### src/rtl/gate_pkg.sv
// +------------------------------------------------------------------+
// | gate_pkg : opcode encoding shared by the gate array and its users |
// | Rev 1.0                                                          |
// +------------------------------------------------------------------+
`default_nettype none

package gate_pkg;

    typedef enum logic [2:0] {
        OP_AND  = 3'd0,
        OP_OR   = 3'd1,
        OP_XOR  = 3'd2,
        OP_XNOR = 3'd3,
        OP_NAND = 3'd4,
        OP_NOR  = 3'd5,
        OP_NOT  = 3'd6,
        OP_BUF  = 3'd7
    } gate_op_e;

    localparam int OP_W = 3;

endpackage

`default_nettype wire

### src/rtl/gate_array_comb.sv
// +------------------------------------------------------------------+
// | gate_array_comb : bitwise gate select plus result reductions     |
// | Rev 1.0                                                          |
// +------------------------------------------------------------------+
`default_nettype none

module gate_array_comb
    import gate_pkg::*;
#(
    parameter int WIDTH  = 8,
    parameter int ONES_W = $clog2(WIDTH + 1)
) (
    input  logic [WIDTH-1:0]  a_i,
    input  logic [WIDTH-1:0]  b_i,
    input  logic [OP_W-1:0]   op_i,
    output logic [WIDTH-1:0]  result_o,
    output logic              all_o,
    output logic              any_o,
    output logic              par_o,
    output logic [ONES_W-1:0] ones_o
);

    always_comb begin
        result_o = '0;
        case (gate_op_e'(op_i))
            OP_AND:  result_o = a_i & b_i;
            OP_OR:   result_o = a_i | b_i;
            OP_XOR:  result_o = a_i ^ b_i;
            OP_XNOR: result_o = ~(a_i ^ b_i);
            OP_NAND: result_o = ~(a_i & b_i);
            OP_NOR:  result_o = ~(a_i | b_i);
            OP_NOT:  result_o = ~a_i;
            OP_BUF:  result_o = a_i;
            default: result_o = '0;
        endcase
    end

    assign all_o = &result_o;
    assign any_o = |result_o;
    assign par_o = ^result_o;

    always_comb begin
        ones_o = '0;
        for (int i = 0; i < WIDTH; i++) begin
            ones_o = ones_o + ONES_W'(result_o[i]);
        end
    end

endmodule

`default_nettype wire

### src/rtl/gate_array_pipe.sv
// +------------------------------------------------------------------+
// | gate_array_pipe : one-stage valid/ready gate array with           |
// | accumulator feedback and a saturating transfer counter. Rev 1.0   |
// +------------------------------------------------------------------+
`default_nettype none

module gate_array_pipe
    import gate_pkg::*;
#(
    parameter int               WIDTH    = 8,
    parameter logic [WIDTH-1:0] ACC_INIT = '0,
    parameter int               CNT_W    = 16
) (
    input  logic                         clk,
    input  logic                         rst_n,
    input  logic                         in_valid,
    output logic                         in_ready,
    input  logic [WIDTH-1:0]             a,
    input  logic [WIDTH-1:0]             b,
    input  logic [OP_W-1:0]              op,
    input  logic                         acc_en,
    input  logic                         acc_clr,
    output logic                         out_valid,
    input  logic                         out_ready,
    output logic [WIDTH-1:0]             y,
    output logic                         y_all,
    output logic                         y_any,
    output logic                         y_par,
    output logic [$clog2(WIDTH+1)-1:0]   y_ones,
    output logic [CNT_W-1:0]             xfer_cnt
);

    localparam int ONES_W = $clog2(WIDTH + 1);

    logic              valid_q, valid_d;
    logic [WIDTH-1:0]  y_q, y_d;
    logic              all_q, all_d;
    logic              any_q, any_d;
    logic              par_q, par_d;
    logic [ONES_W-1:0] ones_q, ones_d;
    logic [WIDTH-1:0]  acc_q, acc_d;
    logic [CNT_W-1:0]  cnt_q, cnt_d;

    logic              accept;
    logic [WIDTH-1:0]  b_eff;
    logic [WIDTH-1:0]  res;
    logic              res_all, res_any, res_par;
    logic [ONES_W-1:0] res_ones;

    assign in_ready = !valid_q || out_ready;
    assign accept   = in_valid && in_ready;
    assign b_eff    = acc_en ? acc_q : b;

    gate_array_comb #(
        .WIDTH  (WIDTH),
        .ONES_W (ONES_W)
    ) u_comb (
        .a_i      (a),
        .b_i      (b_eff),
        .op_i     (op),
        .result_o (res),
        .all_o    (res_all),
        .any_o    (res_any),
        .par_o    (res_par),
        .ones_o   (res_ones)
    );

    always_comb begin
        valid_d = valid_q;
        y_d     = y_q;
        all_d   = all_q;
        any_d   = any_q;
        par_d   = par_q;
        ones_d  = ones_q;
        acc_d   = acc_q;
        cnt_d   = cnt_q;

        if (accept) begin
            valid_d = 1'b1;
            y_d     = res;
            all_d   = res_all;
            any_d   = res_any;
            par_d   = res_par;
            ones_d  = res_ones;
            acc_d   = res;
        end else if (out_ready) begin
            valid_d = 1'b0;
        end

        // Clear overrides the accept load; the result above already used the old value.
        if (acc_clr) begin
            acc_d = ACC_INIT;
        end

        if (valid_q && out_ready && (cnt_q != {CNT_W{1'b1}})) begin
            cnt_d = cnt_q + 1'b1;
        end
    end

    always_ff @(posedge clk or negedge rst_n) begin
        if (!rst_n) begin
            valid_q <= 1'b0;
            y_q     <= '0;
            all_q   <= 1'b0;
            any_q   <= 1'b0;
            par_q   <= 1'b0;
            ones_q  <= '0;
            acc_q   <= ACC_INIT;
            cnt_q   <= '0;
        end else begin
            valid_q <= valid_d;
            y_q     <= y_d;
            all_q   <= all_d;
            any_q   <= any_d;
            par_q   <= par_d;
            ones_q  <= ones_d;
            acc_q   <= acc_d;
            cnt_q   <= cnt_d;
        end
    end

    assign out_valid = valid_q;
    assign y         = y_q;
    assign y_all     = all_q;
    assign y_any     = any_q;
    assign y_par     = par_q;
    assign y_ones    = ones_q;
    assign xfer_cnt  = cnt_q;

endmodule

`default_nettype wire
### config.mk
export PLATFORM = sky130hd
export DESIGN_NAME = gate_array_pipe
export DESIGN_NICKNAME = d
export VERILOG_FILES = /design/src/rtl/gate_pkg.sv /design/src/rtl/gate_array_comb.sv /design/src/rtl/gate_array_pipe.sv
export SDC_FILE = /design/constraint.sdc
export NUM_CORES = 1
export LEC_CHECK = 0
export CAP_MARGIN = 25
export CORE_ASPECT_RATIO = 0.9
export CORE_UTILIZATION = 38
export DETAILED_ROUTE_END_ITERATION = 8
export GPL_TIMING_DRIVEN = 1
export PLACE_DENSITY = 0.69
export SYNTH_ARGS = -nofsm -noshare
export SYNTH_HDL_FRONTEND = slang
export SYNTH_SLANG_ARGS = --single-unit
### constraint.sdc
create_clock -name clk -period 4.5 [get_ports clk]
set_clock_uncertainty 0.15 [all_clocks]
set_input_delay 0.9 -clock clk [delete_from_list [all_inputs] [get_ports clk]]
set_output_delay 0.9 -clock clk [all_outputs]
set_load 0.005 [all_outputs]
==> impl_results.md <==
* Final Hold Fails at 0
* Power per cell area at 332 mW/mm²
* Clk_lat worst skew at 0.29 ns
* Die area at 0.00828 mm²
* Crit-path cells: buf_12 -> mux2i_4 -> ha_1 -> nor2b_1 -> mux2_4 -> a311oi_4 -> or2_4 -> ha_4 -> fa_1 -> fa_1 -> fa_2 -> inv_2 -> fa_2 -> o21ai_1
* Largest net degree at the start of global routing at 41
* Initial drt markers at 64
* Cts bufs inserted at 5
* Post-Syn Instances at 303
* Max Fclk at 226 MHz
* Synthesized area at 0.00301 mm²
* FF+latch count, synth at 40
* Post-Syn Nets at 359
* Placed cells at 476
* Reg area at 0.00100 mm²
* Critical Path AT at 4.48 ns
* WP buf/inv at 2
* Sink Count at 40
* Vias at 2494
* Biggest cell delay along the critical path at 0.50 ns
* Placer Congestion at 0.779
* Setup violators final at 0
* Post-DP HPWL at 5.20 mm
* Cell area after layout at 0.00422 mm²
* Number of H-tree levels at 2
* CTS root buf: clkbuf_8
* Final wirelength at 6.79 mm
* Number of global-route vias before repair at 2488
* Max Slew Vio Count at 0
* RSZ-0062 raised after global routing: true
* HP Class: reg -> reg
* Total congestion overflow at 0
* IO buf count at 57
* Delay-heaviest family, CP: adder cells
* Total GRT Usage at 0.180
* Per-cell routed wire length at 13.8 µm
* Slowest CP cell: fa_1
* Starting density of the core at 0.395
* CP max FO at 3
* Vias per cell at 5.08
* Static Leak at 2.02 nW
* Startpoint types: input pin
* FILL cells at 669
* R2R Path Start: acc_q[1]
* Core Area at 0.00762 mm²
* Multi-input logic area at 0.00199 mm²
* Final #Nets at 450
* CP required at 4.57 ns
* Antenna viol nets, final at 0
* Mean Syn Cell Area at 9.93 µm²
* Synth warnings at 0
* Share of cells above drive strength 1 at 0.238
* Internal reg-to-reg setup slack at 0.43 ns
* Most frequent cells in the layout: 47 x clkdlybuf4s50_1, 40 x dfrtp_1, 39 x buf_4
* Critical R2R Capture: y_ones[1]
* Die Ht at 86.4 µm
* Final Core Density at 0.553
* CP Capture Type: flip-flop
* Status: complete, no violations
* CP Capture Point: y_ones[1]
* Die width at 95.8 µm
* Synthesis-to-finish area growth at 40.1%
* Seq/Total Area, Yosys at 0.333
* Maximum VDD drop at 0.190 mV
* ANT cells at 0
* Total of max-cap violations at 0
* Crit path kind: in -> reg
* Levels on crit path at 14
* Ports at 58
* Synth cell types at 43
* Antenna violations before repair at 0
* DRC violations left at 0
* Max Root-Sink Buffers at 2
* Worst-path clk slew at 0.08 ns
* Final Critical Period at 4.42 ns
* Drt first pass iters at 4
* CTS tree: done
* Most common cell after layout, fill and taps aside: clkdlybuf4s50_1
* First-pass GRT wire length at 11.6 mm
* Worst slew pin tran at 0.889 ns
* Core Rows at 30
* Worst relative slew slack at 0.407
* Period utilization at 0.981
* Worst Setup SP: acc_en
* Placed cell area at 0.00393 mm²
* Reg2Reg Depth at 13
* CTS Hold Bufs at 0
* Final non-filler cell total at 491
stage by stage:
stage / total power [W] / hold WS (ns) / setup WS (ns) / setup TNS (ns)
6_report: 0.00140 / 0.335 / 0.0840 / 0
5_1_grt: 0.00151 / 0.372 / -0.0114 / -0.0114
4_1_cts: 0.00141 / 0.339 / -0.0491 / -0.0491
3_5_place_dp: 0.00105 / 0.321 / -0.833 / -2.87
3_3_place_gp: 0.00103 / 0.314 / -0.720 / -2.52
2_1_floorplan: 0.000781 / 0.323 / -0.152 / -0.301
Yosys cell counts, drive strengths merged:
cell / count / share of area
a311oi: 4 / 0.012
a21o: 1 / 0.0025
nor4: 3 / 0.013
or2: 4 / 0.0083
o31ai: 8 / 0.020
a21oi: 8 / 0.013
nand2b: 3 / 0.0062
xor2: 12 / 0.035
nand4b: 2 / 0.0058
o22ai: 4 / 0.0083
or4b: 1 / 0.0046
nor2: 12 / 0.015
a221oi: 1 / 0.0029
mux2: 15 / 0.056
nand3: 3 / 0.0050
xnor2: 9 / 0.026
nand4: 5 / 0.017
ha: 27 / 0.11
o21ai: 12 / 0.020
nor4b: 2 / 0.0058
nor2b: 7 / 0.015
dfrtp: 40 / 0.33
nand3b: 7 / 0.017
inv: 30 / 0.037
fa: 4 / 0.027
mux4: 1 / 0.0075
a211oi: 3 / 0.0075
buf: 8 / 0.015
nor3b: 1 / 0.0025
nor3: 6 / 0.010
clkbuf: 5 / 0.0062
mux2i: 27 / 0.090
a22o: 2 / 0.0058
or4: 2 / 0.0050
and3: 1 / 0.0021
a41oi: 1 / 0.0029
nand2: 22 / 0.027
repair_timing:
action | in CTS | in global routing
setup endpoints to repair | 4 | 3
resized for setup | 35 | 8
pin swaps | 15 | 9
buffers inserted | 6 | 1
worst min-delay path by stage:
stage                from     to  slack, ns  depth (start not counted)
CTS                  y[1]   y[1]       0.34                          2
detailed placement   y[1]   y[1]       0.32                          2
global placement    y_par  y_par       0.31                          2
global route        y_any  y_any       0.37                          1
finish              y_par  y_par       0.34                          2
floorplan            y[1]   y[1]       0.32                          2
sequential cells by signal, indices dropped and copies added, names as in the netlist:
name,count
y_par,1
y_any,1
y,8
xfer_cnt,16
y_all,1
y_ones,4
out_valid,1
acc_q,8
worst min-delay path, stage by stage (launching register included):
cell	delay [ns]
dfrtp_1	0.35
nand2_1	0.04
o21ai_0	0.06
where the power goes:
group | switching (W) | leakage, nW | internal [W]
Sequential | 0.0000605 | 0.516 | 0.000426
Combinational | 0.000251 | 1.44 | 0.000342
Clock | 0.000125 | 0.0645 | 0.000196
final cells by class:
type,instances,area share
Clock inverter,1,0.00712
Timing Repair Buffer,97,0.206
Inverter,30,0.0267
Tap cell,96,0.0285
Sequential cell,40,0.237
Clock buffer,7,0.0229
Multi-Input combinational cell,220,0.472
layer usage:
layer  track usage  part of all wire
met1         0.239              0.47
met2         0.300              0.49
met3        0.0368             0.031
met4        0.0434             0.011
met5             0                 0
cell families (layout without fill, tap and decap cells):
group           count (synthesis)  in the layout  synth area share
mux                            43             43             0.153
flops                          40             40             0.333
fa+ha+maj                      31             31             0.139
simple gates                   81             81             0.160
compound gates                 44             44            0.0948
buf+inv                        43            135            0.0586
xor+xnor                       21             21            0.0611
No activity file was read; power rests on OpenSTA's default activity.
